==> src/rtl/sprite_dma_pkg.sv <==
// Shared state encodings and default bus addresses for the sprite DMA stage.
package sprite_dma_pkg;

    typedef enum logic [2:0] {
        ST_IDLE  = 3'd0,
        ST_HALT  = 3'd1,
        ST_ALIGN = 3'd2,
        ST_READ  = 3'd3,
        ST_WRITE = 3'd4
    } state_e;

    localparam logic [15:0] TRIG_ADDR_DEF = 16'h4014;
    localparam logic [15:0] DEST_ADDR_DEF = 16'h2004;

endpackage

==> src/rtl/sprdma_addrgen.sv <==
// Source page/count registers, next-cycle DMA address mux and terminal-count compare.
module sprdma_addrgen
    import sprite_dma_pkg::*;
#(
    parameter logic [15:0] DEST_ADDR = DEST_ADDR_DEF,
    parameter int          LENGTH    = 256
) (
    input  logic        clk,
    input  logic        rst_n,
    input  logic        load,
    input  logic [7:0]  load_page,
    input  logic        step,
    input  state_e      state_nxt,
    input  logic [15:0] cpu_a,
    output logic [15:0] addr_nxt,
    output logic        last
);

    localparam logic [8:0] LAST_CNT = 9'(LENGTH - 1);

    logic [7:0] page_q, page_d;
    logic [8:0] cnt_q, cnt_d;

    always_comb begin
        page_d = page_q;
        cnt_d  = cnt_q;
        if (load) begin
            page_d = load_page;
            cnt_d  = 9'd0;
        end else if (step) begin
            cnt_d = cnt_q + 9'd1;
        end
    end

    // Low byte never carries into the page: a transfer wraps within its page.
    always_comb begin
        addr_nxt = 16'h0000;
        case (state_nxt)
            ST_ALIGN: addr_nxt = cpu_a;
            ST_READ:  addr_nxt = {page_d, cnt_d[7:0]};
            ST_WRITE: addr_nxt = DEST_ADDR;
            default:  addr_nxt = 16'h0000;
        endcase
    end

    assign last = (cnt_q == LAST_CNT);

    always_ff @(posedge clk or negedge rst_n) begin
        if (!rst_n) begin
            page_q <= 8'h00;
            cnt_q  <= 9'd0;
        end else begin
            page_q <= page_d;
            cnt_q  <= cnt_d;
        end
    end

endmodule

==> src/rtl/sprite_dma.sv <==
// Sprite DMA: snoops the trigger write, stalls the core via RDY and copies one page to DEST_ADDR.
// Build option SPRDMA_ALIGN_EN inserts an ALIGN cycle so every READ lands on a get cycle.
//
// state | meaning
// IDLE  | waiting for a CPU write to TRIG_ADDR
// HALT  | RDY low, waiting for the core to stall on a read
// ALIGN | one dummy bus read to shift READs onto get cycles
// READ  | read source byte {page,cnt[7:0]} into the buffer
// WRITE | write buffer to DEST_ADDR, advance cnt
module sprite_dma
    import sprite_dma_pkg::*;
#(
    parameter logic [15:0] TRIG_ADDR = TRIG_ADDR_DEF,
    parameter logic [15:0] DEST_ADDR = DEST_ADDR_DEF,
    parameter int          LENGTH    = 256
) (
    input  logic        PHI0,
    input  logic        n_RES,
    input  logic [15:0] CPU_A,
    input  logic [7:0]  CPU_D,
    input  logic        CPU_RnW,
    output logic        RDY,
    output logic        DMA_Active,
    output logic [15:0] DMA_A,
    output logic        DMA_RnW,
    input  logic [7:0]  DMA_Din,
    output logic [7:0]  DMA_Dout,
    output logic        Busy
);

    state_e      state_q, state_d;
    logic        parity_q, parity_d;
    logic        rdy_q, rdy_d;
    logic        active_q, active_d;
    logic        busy_q, busy_d;
    logic [15:0] dma_a_q, dma_a_d;
    logic        dma_rnw_q, dma_rnw_d;
    logic [7:0]  dma_dout_q, dma_dout_d;

    logic        load, step, last;
    logic [15:0] addr_nxt;

    sprdma_addrgen #(
        .DEST_ADDR (DEST_ADDR),
        .LENGTH    (LENGTH)
    ) u_addrgen (
        .clk       (PHI0),
        .rst_n     (n_RES),
        .load      (load),
        .load_page (CPU_D),
        .step      (step),
        .state_nxt (state_d),
        .cpu_a     (CPU_A),
        .addr_nxt  (addr_nxt),
        .last      (last)
    );

    always_comb begin
        state_d    = state_q;
        parity_d   = ~parity_q;
        rdy_d      = rdy_q;
        active_d   = active_q;
        busy_d     = busy_q;
        dma_dout_d = dma_dout_q;
        load       = 1'b0;
        step       = 1'b0;
        case (state_q)
            ST_IDLE: begin
                if (!CPU_RnW && CPU_A == TRIG_ADDR) begin
                    load    = 1'b1;
                    busy_d  = 1'b1;
                    rdy_d   = 1'b0;
                    state_d = ST_HALT;
                end
            end
            ST_HALT: begin
                // The core ignores RDY on writes; take the bus only once it stalls on a read.
                if (CPU_RnW) begin
                    active_d = 1'b1;
`ifdef SPRDMA_ALIGN_EN
                    // parity_d is the parity of the cycle that would carry the first READ.
                    state_d = parity_d ? ST_ALIGN : ST_READ;
`else
                    state_d = ST_READ;
`endif
                end
            end
            ST_ALIGN: state_d = ST_READ;
            ST_READ: begin
                dma_dout_d = DMA_Din;
                state_d    = ST_WRITE;
            end
            ST_WRITE: begin
                step = 1'b1;
                if (last) begin
                    state_d  = ST_IDLE;
                    rdy_d    = 1'b1;
                    active_d = 1'b0;
                    busy_d   = 1'b0;
                end else begin
                    state_d = ST_READ;
                end
            end
            default: state_d = ST_IDLE;
        endcase
    end

    // Bus outputs are registered from the state being entered.
    always_comb begin
        dma_rnw_d = (state_d != ST_WRITE);
        dma_a_d   = active_d ? addr_nxt : dma_a_q;
    end

    always_ff @(posedge PHI0 or negedge n_RES) begin
        if (!n_RES) begin
            state_q    <= ST_IDLE;
            parity_q   <= 1'b0;
            rdy_q      <= 1'b1;
            active_q   <= 1'b0;
            busy_q     <= 1'b0;
            dma_a_q    <= 16'h0000;
            dma_rnw_q  <= 1'b1;
            dma_dout_q <= 8'h00;
        end else begin
            state_q    <= state_d;
            parity_q   <= parity_d;
            rdy_q      <= rdy_d;
            active_q   <= active_d;
            busy_q     <= busy_d;
            dma_a_q    <= dma_a_d;
            dma_rnw_q  <= dma_rnw_d;
            dma_dout_q <= dma_dout_d;
        end
    end

    assign RDY        = rdy_q;
    assign DMA_Active = active_q;
    assign Busy       = busy_q;
    assign DMA_A      = dma_a_q;
    assign DMA_RnW    = dma_rnw_q;
    assign DMA_Dout   = dma_dout_q;

endmodule

==> config.mk <==
export PLATFORM = sky130hd
export DESIGN_NAME = sprite_dma
export DESIGN_NICKNAME = d
export VERILOG_FILES = /design/src/rtl/sprite_dma_pkg.sv /design/src/rtl/sprdma_addrgen.sv /design/src/rtl/sprite_dma.sv
export SDC_FILE = /design/constraint.sdc
export NUM_CORES = 1
export LEC_CHECK = 0
export CORE_MARGIN = 8
export CORE_UTILIZATION = 55
export CTS_BUF_LIST = sky130_fd_sc_hd__clkbuf_16
export CTS_CLUSTER_DIAMETER = 40
export DETAILED_ROUTE_END_ITERATION = 6
export DONT_BUFFER_PORTS = 1
export PLACE_DENSITY = 0.79
export SLEW_MARGIN = 15
export SYNTH_ARGS = -nofsm -noshare
export SYNTH_HDL_FRONTEND = slang
export SYNTH_HIERARCHICAL = 1
export SYNTH_SLANG_ARGS = --single-unit
==> constraint.sdc <==
create_clock -name PHI0 -period 2.9 [get_ports PHI0]
set_input_delay 0.29 -clock PHI0 [delete_from_list [all_inputs] [get_ports PHI0]]
set_output_delay 0.29 -clock PHI0 [all_outputs]
set_load 0.01 [all_outputs]
==> metrics.cfg, run 1 <==
[run_status]
run_status = completed

[timing]
hold_viol = 0
worst_pin_slew_ns = 0.684
period_minus_slack_ns = 2.67
relSlewSlack_pct = 54.3
rsz0062_at_grt = false
finalCritPeriodShare_pct = 92.0
drv_slew = 0
finalSetupViolCount = 0
hold_slack_ns = 0.148
clock-skew-final_ns = 0.00241
max_freq_mhz = 375
tns_ns = 0

[final_layout]
fin_util_pct = 60.5
mostFrequentLayoutCells = 46 x dfrtp_1, 35 x o211ai_1, 23 x nand3_1, 21 x o21ai_0, 16 x mux2_2
num_antenna_cells = 0
ff_latch_area_um2 = 1200
final_area_um2 = 2780
syn2layout_area_growth_pct = 8.44
multi_input_area_um2 = 1220
num-fill-cells = 366
nets = 284
final_common_cell = dfrtp_1
drive_gt1_share_pct = 16.5

[power_and_ir_drop]
ir_drop_v = 0.000499
pwr_density_cell_nw_per_um2 = 932
leakage_nw = 1.11

[logic_synthesis]
async_reset_ff_share_pct = 100
synth-edff-count = 0
yosysUniqueCellTypes = 43
synth_top_cell_area_share_pct = 44.9
synth.area.top_cells = dfrtp_1 45%, o211ai_1 10%, mux2_2 7.0%
yosys_register_bits = 48
ys_seq_area_share_pct = 46.9
synthesis.area_um2 = 2560
ys_warn_count = 6
netlist_instances = 247
avgSynthCellArea_um2 = 10.4
synthFlopType = dfrtp_1
synth_top_cell_by_area = dfrtp_1
synth_nets = 284

[hold_path]
hp-class = in -> reg

[clock_network]
path_clk_slew_ns = 0.06
cts-htree-levels = 2
cts_made_buffers = 5
insertion_delay_ns = 0.29
cts_tree = yes
clockBufferDepth = 2
post-cts-setup-buffers = 0
cts_root_buffer = clkbuf_16
clock-sinks = 48

[routing]
initialDrtViolationCount = 131
num_vias = 1997
drc = 0
avgViaCountPerCell = 6.61
antenna_left = 0
drt_wl_total_um = 6250
avgRoutedWirePerCell_um = 20.7
dr.pass1.iters = 4

[worst_setup_path]
start_kind = flip-flop
cp.required_ns = 3.10
r2r_slack_ns = 0.23
crit_arrival_ns = 2.87
critPathKind = reg -> reg
end_kind = flip-flop
cp_max_fo = 10

[global_route]
grt_pass1_vias = 1912
track_usage_pct = 17.4
antenna_found_initial = 0
grt-ovfl-total = 0
grt_max_degree = 49
grt_pass1_wl_um = 10000

[die]
initial_core_util_pct = 55.8
die_h_um = 84.3
ioPinCount = 63
dieArea_um2 = 7100
die_w_um = 84.3
fp.coreArea_um2 = 4600
num_rows = 25

[flow_run]
cap_violations = 0

[placement]
dp_hpwl_um = 4510
portBuffers = 0
placed_cell_area_um2 = 2600
gp_congestion = 0.860

## worst max-delay path, cell delays in order (launching register included)
cell and delay (ns):
dfrtp_1 0.44, ha_1 0.26, nand3_1 0.09, nor2_1 0.04, ha_1 0.22, o22ai_1 0.37, nor2b_1 0.29, and2_1 0.38
a22o_1 0.21, o21ai_0 0.10, o211ai_1 0.19
## per-stage QoR
stage / total power [mW] / setup slack (ns) / cells
detailed placement: 2.00 / 0.301 / 292
floorplan: 1.75 / 0.386 / 247
global placement: 1.97 / 0.344 / 292
CTS: 2.59 / 0.283 / 302
global route: 2.75 / 0.0558 / 302
finish: 2.59 / 0.231 / 302
## repair_timing
item / in CTS / in global routing
hold buffers: 2 / 0
endpoints found under the hold margin: 48 / 0
setup endpoints to repair: 0 / 0
resized for setup: 0 / 0
## cell type report
cell class              instances  share of cell area [%]
clock buffers                   5                    4.50
clock inverters                 3                   0.675
inverters                       6                   0.810
multi-input cells             173                    44.0
flip-flops and latches         48                    43.3
well taps                      54                    2.43
repair buffers                 13                    4.32
## flip-flops by register name, summed over array words and instances, names as in the netlist
register and count:
DMA_A 16, Busy 1, DMA_Dout 8, DMA_Active 1
u_addrgen/cnt_q 9, state_q 3, DMA_RnW 1, RDY 1
u_addrgen/page_q 8
## where the power goes
group          internal (mW)  total, mW  switching, mW
logic                  0.411      0.916          0.505
clock network          0.316      0.565          0.248
registers              0.868       1.11          0.242
## metal layers
metal | track usage (%) | part of all wire (%) | routed length, um
met1 | 21.7 | 40 | 2480
met2 | 27.0 | 49 | 3070
met3 | 6.87 | 9.7 | 608
met4 | 5.49 | 1.3 | 82
met5 | 0 | 0 | 0
## worst paths after layout
| path | from | to | cells past startpoint |
|---|---|---|---|
| min reg2reg | u_addrgen/page_q[2] | u_addrgen/page_q[2] | 1 |
| min | DMA_Din[2] | DMA_Dout[2] | 1 |
| max in group asynchronous | n_RES | RDY | 2 |
| max | u_addrgen/cnt_q[0] | DMA_A[0] | 10 |
| max reg2reg | u_addrgen/cnt_q[0] | DMA_A[0] | 10 |
| min in group asynchronous | n_RES | DMA_A[7] | 2 |
## Yosys cell counts (2+ instances only)
master,n
or4_1,3
buf_6,3
dfrtp_1,46
inv_1,5
dfstp_2,2
nor2b_1,2
nor2_1,9
nor4_1,2
o21ai_0,21
o211ai_1,35
o22ai_1,2
or3_1,3
nand2_1,10
nor4bb_1,2
nor4b_1,3
buf_4,2
clkbuf_1,7
nand4_1,2
ha_1,2
nand3b_1,3
nand3_1,23
a22o_1,9
buf_2,7
mux2_2,16
xor2_1,4
a21oi_1,7
## cells by family (layout without fill, tap and decap cells)
logic type,count (synthesis),count (layout),share of synthesized area (%)
fa+ha+maj,2,2,0.976
mux,17,17,7.42
xor+xnor,5,5,1.71
simple gates,69,69,16.3
flops,48,48,46.9
compound gates,80,80,21.2
buf+inv,26,27,5.37
No activity file was read; power rests on OpenSTA's default activity.
==> inputs of run 2 (changes only) <==
Settings changed: CORE_MARGIN 8 to 2.
==> run 2 against run 1 <==
Final cell count fell by 0.66%. Die area decreased by 26%. Sequential share of layout area fell by 0.58 points. Clock skew rose by 0.0085 ns. Routed wire length is 6.7% lower. Sequential cell count unchanged. Global-route usage is 6.0 points higher. Register-to-register slack got worse by 0.04 ns. Setup slack got worse by 0.035 ns. Critical endpoint is now DMA_A[1]. Largest cell class unchanged. Largest power group unchanged.
==> metrics.cfg, run 2 (synthesis gave the netlist of run 1 again) <==
[run_status]
run_status = completed  ; unchanged

[timing]
finalCritPeriodShare_pct = 93.3  ; was 92.0%
worst_pin_slew_ns = 0.644  ; was 0.684 ns
clock-skew-final_ns = 0.0109  ; was 0.00241 ns
max_freq_mhz = 370  ; was 375 MHz
finalSetupViolCount = 0  ; unchanged
hold_viol = 0  ; unchanged
rsz0062_at_grt = false  ; unchanged
tns_ns = 0  ; unchanged
drv_slew = 0  ; unchanged
period_minus_slack_ns = 2.70  ; was 2.67 ns
relSlewSlack_pct = 56.9  ; was 54.3%

[clock_network]
path_clk_slew_ns = 0.06  ; about the same
cts_root_buffer = clkbuf_16  ; unchanged
cts_made_buffers = 5  ; unchanged
cts-htree-levels = 2  ; unchanged
clock-sinks = 48  ; unchanged
ctsResizeCount = 0  ; unchanged
cts_tree = yes  ; unchanged
insertion_delay_ns = 0.29  ; about the same
clockBufferDepth = 2  ; unchanged
post-cts-setup-buffers = 0  ; unchanged

[final_layout]
num-fill-cells = 343  ; was 366
final_common_cell = dfrtp_1  ; unchanged
drive_gt1_share_pct = 16.2  ; was 16.5%
mostFrequentLayoutCells = 46 x dfrtp_1, 35 x o211ai_1, 23 x nand3_1, 21 x o21ai_0, 16 x mux2_2  ; unchanged
nets = 283  ; was 284
multi_input_area_um2 = 1220  ; unchanged
largest_reg_flops = 16  ; unchanged
ff_latch_area_um2 = 1200  ; unchanged
syn2layout_area_growth_pct = 9.91  ; was 8.44%
final_area_um2 = 2820  ; was 2780 um^2

[routing]
dr.pass1.iters = 5  ; was 4
antenna_left = 0  ; unchanged
wl_met1_um = 2440  ; was 2480 um
avgViaCountPerCell = 6.52  ; was 6.61
initialDrtViolationCount = 170  ; was 131
met2_length_um = 2790  ; was 3070 um
avgRoutedWirePerCell_um = 19.4  ; was 20.7 um
num_vias = 1956  ; was 1,997
wl_met3_um = 456  ; was 608 um
drc = 0  ; unchanged
top_layer_used = met4  ; unchanged
drt_wl_total_um = 5830  ; was 6250 um

[global_route]
grt_pass1_wl_um = 9410  ; was 10,000 um
grt_pass1_vias = 1932  ; was 1,912
grt-ovfl-total = 0  ; unchanged
antenna_found_initial = 1  ; was 0
grt_max_degree = 49  ; unchanged
track_usage_pct = 23.4  ; was 17.4%

[power_and_ir_drop]
ir_drop_v = 0.000585  ; was 0.000499 V
pwr_density_cell_nw_per_um2 = 966  ; was 932 nW/um^2
leakage_nw = 1.13  ; was 1.11 nW

[die]
dieArea_um2 = 5220  ; was 7100 um^2
initial_core_util_pct = 58.1  ; was 55.8%
die_w_um = 72.3  ; was 84.3 um
fp.coreArea_um2 = 4410  ; was 4600 um^2
num_rows = 24  ; was 25
die_h_um = 72.3  ; was 84.3 um
ioPinCount = 63  ; unchanged

[worst_setup_path]
cp_max_fo = 10  ; unchanged
start_kind = flip-flop  ; unchanged
cp.required_ns = 3.09  ; was 3.10 ns
end_kind = flip-flop  ; unchanged
r2r_slack_ns = 0.20  ; was 0.23 ns
critPathKind = reg -> reg  ; unchanged
crit_arrival_ns = 2.90  ; was 2.87 ns

[flow_run]
cap_violations = 0  ; unchanged

[hold_path]
hp-class = in -> reg  ; unchanged

[placement]
gp_congestion = 0.927  ; was 0.860
placed_cell_area_um2 = 2590  ; was 2600 um^2
portBuffers = 0  ; unchanged
dp_hpwl_um = 4110  ; was 4510 um

-- run 2: per-layer routing --
| metal | vias up | track usage, % |
|---|---|---|
| li1 | 939 | - |
| met4 | 0 | 9.01 |
| met2 | 74 | 37.3 |
| met1 | 931 | 29.1 |
| met3 | 12 | 8.47 |
| met5 | - | 0 |
-- run 2: per-stage QoR --
stage / cells / hold slack (ns) / worst slack, ns / power (mW) / util (%)
after floorplan: 247 / -0.00559 / 0.386 / 1.75 / -
after global placement: 289 / -0.00457 / 0.308 / 1.95 / 58.6
after detailed placement: 289 / -0.00453 / 0.246 / 1.97 / 58.6
after CTS: 299 / 0.147 / 0.205 / 2.72 / 63.8
after global routing: 300 / 0.140 / 0.0348 / 2.88 / 63.8
final: 300 / 0.151 / 0.195 / 2.72 / 63.8
-- run 2: final timing paths --
kind,from,depth (start not counted),end
max,u_addrgen/cnt_q[0],10,DMA_A[1]
min,DMA_Din[4],1,DMA_Dout[4]
max reg2reg,u_addrgen/cnt_q[0],10,DMA_A[1]
min reg2reg,u_addrgen/page_q[5],1,u_addrgen/page_q[5]
max in group asynchronous,n_RES,2,RDY
min in group asynchronous,n_RES,2,DMA_A[9]
-- run 2: worst max-delay path, stage by stage, from the launching register on --
cell      delay [ns]
dfrtp_1         0.43
ha_1            0.25
nand3_1         0.09
nor2_1          0.05
ha_1            0.22
o22ai_1         0.34
nor2b_1         0.30
and2_1          0.40
a22o_1          0.21
o21ai_0         0.11
o211ai_1        0.21
-- run 2: area by class of cell --
class,instances,share of cell area [%]
multi-input cells,173,43.4
well taps,52,2.31
repair buffers,12,4.00
flip-flops and latches,48,42.7
inverters,6,0.799
clock inverters,3,2.26
diodes,1,0.0888
clock buffers,5,4.44
-- run 2: what timing repair did --
item / CTS / global route
hold buffers: 2 / 0
setup endpoints to repair: 0 / 0
hold endpoints to repair: 48 / 0
-- run 2: power breakdown --
group / leakage (nW) / internal, mW / switching (mW)
clock network: 0.0952 / 0.491 / 0.241
registers: 0.612 / 0.869 / 0.231
logic: 0.427 / 0.398 / 0.492
==> inputs of run 3 (changes only) <==
Settings changed: CORE_UTILIZATION 55 to 60, PLACE_DENSITY 0.79 to 0.85.
==> run 3 against run 2 <==
Global-route usage grew 3.1 points. Combinational power is 2.7% higher. Register-to-register slack improved by 0.03 ns. Utilization up 5.0 points. Count of clock-buffer cells in the layout did not move. Largest cell class unchanged.
==> metrics.cfg, run 3 (synthesis gave the netlist of run 1 again) <==
[run_status]
run_status = completed  ; unchanged

[worst_setup_path]
start_kind = flip-flop  ; unchanged
rr_endpoint = DMA_A[6]  ; was DMA_A[1]
r2r_slack_ns = 0.23  ; was 0.20 ns
crit_arrival_ns = 2.87  ; was 2.90 ns
reg2reg_from = u_addrgen/cnt_q[0]  ; unchanged
cp.required_ns = 3.10  ; was 3.09 ns
ff2ff_path_depth = 10  ; unchanged
worstSetupStartpoint = u_addrgen/cnt_q[0]  ; unchanged
cp-endpoint = DMA_A[6]  ; was DMA_A[1]
end_kind = flip-flop  ; unchanged
cp_max_fo = 6  ; was 10
critPathKind = reg -> reg  ; unchanged

[final_layout]
num_antenna_cells = 0  ; was 1
syn2layout_area_growth_pct = 8.93  ; was 9.91%
num-fill-cells = 306  ; was 343
drive_gt1_share_pct = 16.6  ; was 16.2%
nets = 283  ; unchanged
largest_reg_flops = 16  ; unchanged
fin_util_pct = 68.8  ; was 63.8%
final_common_cell = dfrtp_1  ; unchanged
mostFrequentLayoutCells = 46 x dfrtp_1, 35 x o211ai_1, 23 x nand3_1, 21 x o21ai_0, 16 x mux2_2  ; unchanged
multi_input_area_um2 = 1220  ; about the same
ff_latch_area_um2 = 1200  ; unchanged

[global_route]
track_usage_pct = 26.5  ; was 23.4%
grt_pass1_wl_um = 10200  ; was 9410 um
grt_max_degree = 49  ; unchanged
grt_pass1_vias = 2028  ; was 1,932
antenna_found_initial = 0  ; was 1
grt-ovfl-total = 0  ; unchanged

[flow_run]
cap_violations = 0  ; unchanged

[die]
dieArea_um2 = 4810  ; was 5220 um^2
die_h_um = 69.4  ; was 72.3 um
die_w_um = 69.4  ; was 72.3 um
fp.coreArea_um2 = 4060  ; was 4410 um^2
num_rows = 23  ; was 24
initial_core_util_pct = 63.2  ; was 58.1%
ioPinCount = 63  ; unchanged

[timing]
period_minus_slack_ns = 2.67  ; was 2.70 ns
relSlewSlack_pct = 56.2  ; was 56.9%
rsz0062_at_grt = false  ; unchanged
finalSetupViolCount = 0  ; unchanged
clock-skew-final_ns = 0.00573  ; was 0.0109 ns
tns_ns = 0  ; unchanged
finalCritPeriodShare_pct = 92.2  ; was 93.3%
max_freq_mhz = 374  ; was 370 MHz
worst_pin_slew_ns = 0.655  ; was 0.644 ns
drv_slew = 0  ; unchanged
hold_viol = 0  ; unchanged

[power_and_ir_drop]
power.share.switching_pct = 37.3  ; was 35.4%
p_int_mw = 1.67  ; was 1.76 mW
leakage_nw = 1.12  ; was 1.13 nW
ir_drop_v = 0.000747  ; was 0.000585 V
p_seq_share_pct = 41.4  ; was 40.4%
switching_power_mw = 0.995  ; was 0.964 mW
comb_power_share_pct = 34.2  ; was 32.7%
p_clk_share_pct = 24.4  ; was 26.9%
pwr_density_cell_nw_per_um2 = 955  ; was 966 nW/um^2

[routing]
drt_wl_total_um = 5940  ; was 5830 um
num_vias = 2058  ; was 1,956
dr.pass1.iters = 4  ; was 5
avgRoutedWirePerCell_um = 20.0  ; was 19.4 um
avgViaCountPerCell = 6.93  ; was 6.52
initialDrtViolationCount = 288  ; was 170
drc = 0  ; unchanged
antenna_left = 0  ; unchanged

[hold_path]
hp-class = in -> reg  ; unchanged

[clock_network]
cts_root_buffer = clkbuf_16  ; unchanged
clockBufferDepth = 2  ; unchanged
insertion_delay_ns = 0.29  ; about the same
clock-sinks = 48  ; unchanged
cts_tree = yes  ; unchanged
cts_made_buffers = 5  ; unchanged
post-cts-setup-buffers = 0  ; unchanged
cts-htree-levels = 2  ; unchanged
path_clk_slew_ns = 0.06  ; about the same

[placement]
gp_congestion = 0.867  ; was 0.927
dp_hpwl_um = 4090  ; was 4110 um
portBuffers = 0  ; unchanged

[run 3: power groups by stage]
stage                     clock, mW  sequential [mW]  combinational [mW]
final                         0.650             1.10               0.914
after global routing          0.677             1.13                1.01
after CTS                     0.656             1.11               0.897
after detailed placement          0             1.11               0.875
after global placement            0             1.10               0.849
after floorplan                   0             1.07               0.682
[run 3: cell type report]
type	count	area share, %
repair buffers	12	4.03
well taps	50	2.24
clock inverters	3	1.52
flip-flops and latches	48	43.1
inverters	6	0.806
multi-input cells	173	43.8
clock buffers	5	4.48
[run 3: metal layers]
layer,GRT usage (%),vias up,share of wire (%)
met2,41.2,103,47
met1,35.8,1000,41
met5,0,-,0
li1,-,941,-
met3,6.83,14,8.9
met4,10.0,0,2.6
[run 3: stage by stage]
stage / hold slack, ns / std cells / instance area [um^2] / power (mW) / worst slack [ns]
2_1_floorplan: -0.00559 / 247 / 2560 / 1.75 / 0.386
3_3_place_gp: -0.00454 / 287 / 2590 / 1.95 / 0.330
3_5_place_dp: -0.00444 / 287 / 2590 / 1.99 / 0.274
4_1_cts: 0.144 / 297 / 2790 / 2.66 / 0.234
5_1_grt: 0.145 / 297 / 2790 / 2.82 / 0.00797
6_report: 0.147 / 297 / 2790 / 2.67 / 0.227
[run 3: how the worst min path moves through the flow]
| stage | startpoint | endpoint | slack, ns | cells after the start |
|---|---|---|---|---|
| after CTS | DMA_Din[5] | DMA_Dout[5] | 0.14 | 1 |
| final | DMA_Din[5] | DMA_Dout[5] | 0.15 | 1 |
| after detailed placement | n_RES | DMA_A[8] | -0.004 | 0 |
| after floorplan | n_RES | Busy | -0.006 | 0 |
| after global placement | n_RES | DMA_A[9] | -0.005 | 0 |
| after global routing | DMA_Din[0] | DMA_Dout[0] | 0.15 | 1 |
[run 3: what timing repair did]
| action | in CTS | in global routing |
|---|---|---|
| endpoints found under the hold margin | 48 | 0 |
| endpoints found under the setup margin | 0 | 6 |
| gates resized for setup | 0 | 1 |
| hold buffers | 2 | 0 |
[run 3: worst max-delay path, cell delays in order, from the launching register on]
cell and delay, ns:
dfrtp_1 0.44, ha_1 0.26, nand3_1 0.09, nor2_1 0.04, ha_1 0.22, o22ai_1 0.38, nand4bb_1 0.25, or4_1 0.54
nand3_1 0.09, o21ai_0 0.08, o211ai_1 0.19
